File: config.mk
export PLATFORM = sky130hd
export DESIGN_NAME = clock_set_ctrl_flat
export DESIGN_NICKNAME = d
export VERILOG_FILES = /design/src/rtl/clock_set_ctrl_if.sv /design/src/rtl/clock_set_ctrl.sv /design/src/flat_wrapper.sv
export SDC_FILE = /design/constraint.sdc
export NUM_CORES = 1
export LEC_CHECK = 0
export CAP_MARGIN = 20
export CORE_MARGIN = 2
export CORE_UTILIZATION = 46
export CTS_BUF_LIST = sky130_fd_sc_hd__clkbuf_8 sky130_fd_sc_hd__clkbuf_16
export CTS_CLUSTER_SIZE = 16
export DETAILED_ROUTE_END_ITERATION = 10
export PLACE_DENSITY = 0.75
export SYNTH_ARGS = -nofsm -noshare
export SYNTH_HDL_FRONTEND = slang
export SYNTH_SLANG_ARGS = --single-unit
File: constraint.sdc
create_clock -name inclk -period 1.7 [get_ports inclk]
set_input_delay 0.17 -clock inclk [delete_from_list [all_inputs] [get_ports inclk]]
set_output_delay 0.17 -clock inclk [all_outputs]
set_load 0.01 [all_outputs]
File: src/rtl/clock_set_ctrl_if.sv
// clock_set_ctrl_if: tick/button inputs and time/mode/blink outputs; master = stimulus side, slave = clock_set_ctrl
interface clock_set_ctrl_if;
  logic       tick_1hz;
  logic       btn_mode;
  logic       btn_inc;
  logic [5:0] sec;
  logic [5:0] min;
  logic [4:0] hour;
  logic [1:0] mode;
  logic       blink;
  modport master (output tick_1hz, btn_mode, btn_inc, input sec, min, hour, mode, blink);
  modport slave  (input tick_1hz, btn_mode, btn_inc, output sec, min, hour, mode, blink);
endinterface

File: src/rtl/clock_set_ctrl.sv
// clock_set_ctrl: HH:MM:SS clock with button set mode (ports: inclk, rst active-low async, bus slave = tick/buttons in, time/mode/blink out)
module clock_set_ctrl #(
  parameter int HOUR_MAX = 23
) (
  input  logic              inclk,
  input  logic              rst,
  clock_set_ctrl_if.slave   bus
);
  typedef enum logic [1:0] {RUN = 2'b00, SET_HOUR = 2'b01, SET_MIN = 2'b10} state_t;
  state_t     r_state, w_state_n;
  logic [5:0] r_sec, r_min, w_sec_n, w_min_n, w_sec_inc, w_min_inc;
  logic [4:0] r_hour, w_hour_n, w_hour_inc;
  logic       r_blink, w_blink_n, r_mode_q, r_inc_q, w_mode_p, w_inc_p, w_tick;
  always_ff @(posedge inclk or negedge rst)
    if (!rst) begin
      r_state  <= RUN;
      r_sec    <= '0;
      r_min    <= '0;
      r_hour   <= '0;
      r_blink  <= 1'b0;
      r_mode_q <= 1'b0;
      r_inc_q  <= 1'b0;
    end else begin
      r_state  <= w_state_n;
      r_sec    <= w_sec_n;
      r_min    <= w_min_n;
      r_hour   <= w_hour_n;
      r_blink  <= w_blink_n;
      r_mode_q <= bus.btn_mode;
      r_inc_q  <= bus.btn_inc;
    end
  // Out-of-range values load 0 on increment; an inc press coinciding with a mode press is dropped.
  always_comb begin
    w_tick     = bus.tick_1hz;
    w_mode_p   = bus.btn_mode & ~r_mode_q;
    w_inc_p    = bus.btn_inc & ~r_inc_q & ~w_mode_p;
    w_sec_inc  = (r_sec >= 6'd59) ? '0 : r_sec + 6'd1;
    w_min_inc  = (r_min >= 6'd59) ? '0 : r_min + 6'd1;
    w_hour_inc = (r_hour >= 5'(HOUR_MAX)) ? '0 : r_hour + 5'd1;
    w_state_n  = r_state;
    w_sec_n    = r_sec;
    w_min_n    = r_min;
    w_hour_n   = r_hour;
    w_blink_n  = 1'b0;
    case (r_state)
      RUN: begin
        w_state_n = w_mode_p ? SET_HOUR : RUN;
        w_sec_n   = w_tick ? w_sec_inc : r_sec;
        w_min_n   = (w_tick && r_sec == 6'd59) ? w_min_inc : r_min;
        w_hour_n  = (w_tick && r_sec == 6'd59 && r_min == 6'd59) ? w_hour_inc : r_hour;
      end
      SET_HOUR: begin
        w_state_n = w_mode_p ? SET_MIN : SET_HOUR;
        w_hour_n  = w_inc_p ? w_hour_inc : r_hour;
        w_blink_n = w_mode_p ? 1'b0 : r_blink ^ w_tick;
      end
      SET_MIN: begin
        w_state_n = w_mode_p ? RUN : SET_MIN;
        w_min_n   = w_inc_p ? w_min_inc : r_min;
        w_sec_n   = w_mode_p ? '0 : r_sec;
        w_blink_n = w_mode_p ? 1'b0 : r_blink ^ w_tick;
      end
      default: w_state_n = RUN;
    endcase
  end
  assign bus.sec   = r_sec;
  assign bus.min   = r_min;
  assign bus.hour  = r_hour;
  assign bus.mode  = r_state;
  assign bus.blink = r_blink;
endmodule

File: src/flat_wrapper.sv
// flat-port wrapper written by rule: the top's interface ports become plain ports
module clock_set_ctrl_flat 
#(
  parameter int HOUR_MAX = 23
)
  (inclk, rst, bus_tick_1hz, bus_btn_mode, bus_btn_inc, bus_sec, bus_min, bus_hour, bus_mode, bus_blink);
  clock_set_ctrl_if bus_i ();
  input  logic inclk;
  input  logic rst;
  input wire logic [$bits(bus_i.tick_1hz)-1:0] bus_tick_1hz;
  input wire logic [$bits(bus_i.btn_mode)-1:0] bus_btn_mode;
  input wire logic [$bits(bus_i.btn_inc)-1:0] bus_btn_inc;
  output wire logic [$bits(bus_i.sec)-1:0] bus_sec;
  output wire logic [$bits(bus_i.min)-1:0] bus_min;
  output wire logic [$bits(bus_i.hour)-1:0] bus_hour;
  output wire logic [$bits(bus_i.mode)-1:0] bus_mode;
  output wire logic [$bits(bus_i.blink)-1:0] bus_blink;
  assign bus_i.tick_1hz = bus_tick_1hz;
  assign bus_i.btn_mode = bus_btn_mode;
  assign bus_i.btn_inc = bus_btn_inc;
  assign bus_sec = bus_i.sec;
  assign bus_min = bus_i.min;
  assign bus_hour = bus_i.hour;
  assign bus_mode = bus_i.mode;
  assign bus_blink = bus_i.blink;
  clock_set_ctrl #(.HOUR_MAX(HOUR_MAX)) u_core (.inclk(inclk), .rst(rst), .bus(bus_i));
endmodule
==> flow_metrics.py <==
metrics = {
    "power_and_ir_drop": {
        "leakage_nw": 0.880,
        "p_total_w": 0.00395,
        "peakVddDrop_uv": 1350,
        "powerDensity_nw_per_um2": 2020,
    },
    "routing": {
        "vias_per_cell": 5.57,
        "detail-route-antenna-nets": 0,
        "vias": 1193,
        "first_pass_iters": 4,
        "wl_per_cell_um": 14.7,
        "drc_errors": 0,
        "wl_mm": 3.14,
        "drtIter0Drc": 51,
    },
    "global_routing": {
        "grt_antenna_before_repair": 0,
        "grt_use_total_pct": 21.1,
        "grt_max_degree": 23,
        "overflow": 0,
        "grt_pass1_wl_mm": 5.43,
        "grt_pass1_vias": 1230,
    },
    "yosys": {
        "synthTopCellsByArea": "dfrtp_1 42%, ha_1 6.7%, nand3_1 2.7%, o41ai_1 2.7%, o41ai_2 2.5%",
        "ys.flop_type": "dfrtp_1",
        "ys_types": 48,
        "synth_seq_cells": 22,
        "yosysTopAreaCell": "dfrtp_1",
        "synth_top_area_share_pct": 42.3,
        "synth-seq-area-share_pct": 42.3,
        "synth_edf_count": 0,
        "yosysMostFrequentCell": "dfrtp_1",
        "ys_top_cells_by_count": "22 x dfrtp_1, 7 x ha_1, 7 x nand2_1, 7 x nand3_1, 7 x nor2_1",
        "async_flop_share_pct": 100,
        "syn_avg_cell_area_um2": 10.5,
        "synthesis.area_um2": 1300,
        "syn-num-nets": 136,
        "yosysWarningCount": 0,
        "syn_inst": 124,
    },
    "clock_network": {
        "h-tree-depth": 1,
        "clock_path_buffers": 2,
        "cts_buffers": 3,
        "clk_pin_slew_worst_paths_ns": 0.07,
        "cts_root_buf": "clkbuf_8",
        "clkLatencyLatePin_ns": 0.26,
        "cts_tree": "done",
        "cts.sinks": 22,
    },
    "die": {
        "start_util_pct": 48.0,
        "coreArea_um2": 2710,
        "die_area_um2": 3270,
        "die_width_um": 57.2,
        "ios": 25,
        "rows": 19,
        "die_h_um": 57.2,
    },
    "place": {
        "place_inst": 209,
        "numPortBuffers": 24,
        "dp_hpwl_mm": 2.31,
        "place.gp.congestion": 0.900,
    },
    "worst_setup_path": {
        "slowest_delay_ns": 0.42,
        "crit_slowest_cell": "or3_4",
        "arrival_ns": 1.84,
        "critical_path.endpoint_type": "flop",
        "path_max_fanout": 6,
        "cp_cell_sequence": "ha_4 -> nand3b_4 -> o21a_4 -> or3_4 -> mux2_4",
        "critPathLaunchType": "flop",
        "path_class": "reg2reg",
        "cp.required_ns": 1.85,
    },
    "timing": {
        "finClkSkew_ns": 0.00111,
        "min_period_ns": 1.69,
        "slew_viol_final": 0,
        "max_freq_mhz": 593,
        "grt_setup_unrepaired": "yes",
        "hold_violations": 0,
        "slew_headroom_pct": 77.5,
        "worstMarginPinSlew_ns": 0.334,
        "setup_violations": 0,
        "fin_crit_sh_pct": 99.2,
    },
    "cells_and_area": {
        "fin_cells": 214,
        "drive_gt1_share_pct": 35.5,
        "n_antenna_cell": 0,
        "layout.nets": 196,
        "area_growth_pct": 50.8,
    },
    "run_status": {
        "outcome": "complete, no violations",
    },
    "min_path": {
        "hold_path.class": "in2async",
    },
    "job": {
        "maxCapViolations": 0,
    },
}
==> per-layer routing <==
| layer | part of all wire [%] | GRT usage (%) |
|---|---|---|
| met4 | 1.5 | 7.97 |
| met2 | 50 | 36.3 |
| met3 | 3.6 | 3.40 |
| met5 | 0 | 0 |
| met1 | 44 | 26.6 |
==> final cells by class <==
cell class / instances / area, µm²
Clock buffer: 4 / 55.1
Fill cell: 214 / 749
Inverter: 5 / 18.8
Multi-Input combinational cell: 94 / 796
Sequential cell: 22 / 553
Tap cell: 31 / 38.8
Timing Repair Buffer: 58 / 499
==> worst max-delay path, delay by kind of cell, from the launching register on <==
family / cells / cell delay [ns]
flip-flops: 1 / 0.39
AND/OR/NAND/NOR: 2 / 0.51
AO/OA/AOI/OAI: 1 / 0.20
adder cells (fa/ha/maj): 1 / 0.16
multiplexers: 1 / 0.31
==> per-stage QoR <==
stage	setup WS [ns]	TNS [ns]	hold slack, ns	utilization, %	cell area, µm²
after floorplan	-0.110	-0.366	-0.126	-	1340
after global placement	-0.231	-1.29	0.540	68.1	1840
after detailed placement	-0.298	-1.79	0.541	68.1	1840
after CTS	-0.00942	-0.00942	0.268	70.6	1910
after global routing	-0.0547	-0.206	0.287	72.3	1960
final	0.0138	0	0.257	72.3	1960
==> worst paths after layout <==
path | cells after the start | slack, ns | start | endpoint
min in group inclk | 1 | 0.38 | bus_btn_inc | u_core.r_inc_q$_DFF_PN0_
setup reg to reg | 5 | 0.01 | u_core.bus.sec[0]$_DFFE_PN0P_ | u_core.bus.min[1]$_DFFE_PN0P_
max in group asynchronous | 2 | 1.21 | rst | u_core.bus.sec[1]$_DFFE_PN0P_
hold reg to reg | 3 | 0.62 | u_core.bus.sec[1]$_DFFE_PN0P_ | u_core.bus.sec[1]$_DFFE_PN0P_
hold / removal | 2 | 0.26 | rst | u_core.bus.sec[0]$_DFFE_PN0P_
setup / recovery | 5 | 0.01 | u_core.bus.sec[0]$_DFFE_PN0P_ | u_core.bus.min[1]$_DFFE_PN0P_
==> cell families after synthesis <==
logic type	share of synthesized area, %
muxes	5.68
buffers and inverters	3.27
xor gates and xnor gates	0.674
DFF	42.3
and+or+nand+nor	20.3
AOI/OAI and AO/OA	20.2
adders and majority gates	7.51
==> flip-flops by register name, indices dropped and copies added, names as in the netlist <==
signal	flops
u_core.bus.min	6
u_core.bus.blink	1
u_core.bus.sec	6
u_core.bus.hour	5
u_core.r_mode_q	1
u_core.r_inc_q	1
u_core.bus.mode	2
==> cells in the final DEF (no fill, tap or decap), types with 5 or more instances in the layout <==
cell	netlist	routed
nand3_1	7	7
nor2b_1	5	5
nand2b_1	5	5
dfrtp_1	22	20
buf_4	1	33
nand2_1	7	7
nor2_1	7	7
clkdlybuf4s50_1	0	24
==> power by group <==
group	switching, W	internal (W)	leakage [nW]
Clock	0.000161	0.000206	0.0288
Combinational	0.00118	0.00146	0.578
Sequential	0.000196	0.000755	0.272
==> timing repair <==
action / in CTS / in global routing
resized for setup: 5 / 10
endpoints found under the setup margin: 5 / 10
pin swaps: 0 / 4
buffers inserted: 0 / 1
hold endpoints to repair: 0 / 0
hold buffers: 0 / 0
Power figures use the tool's default switching activity.
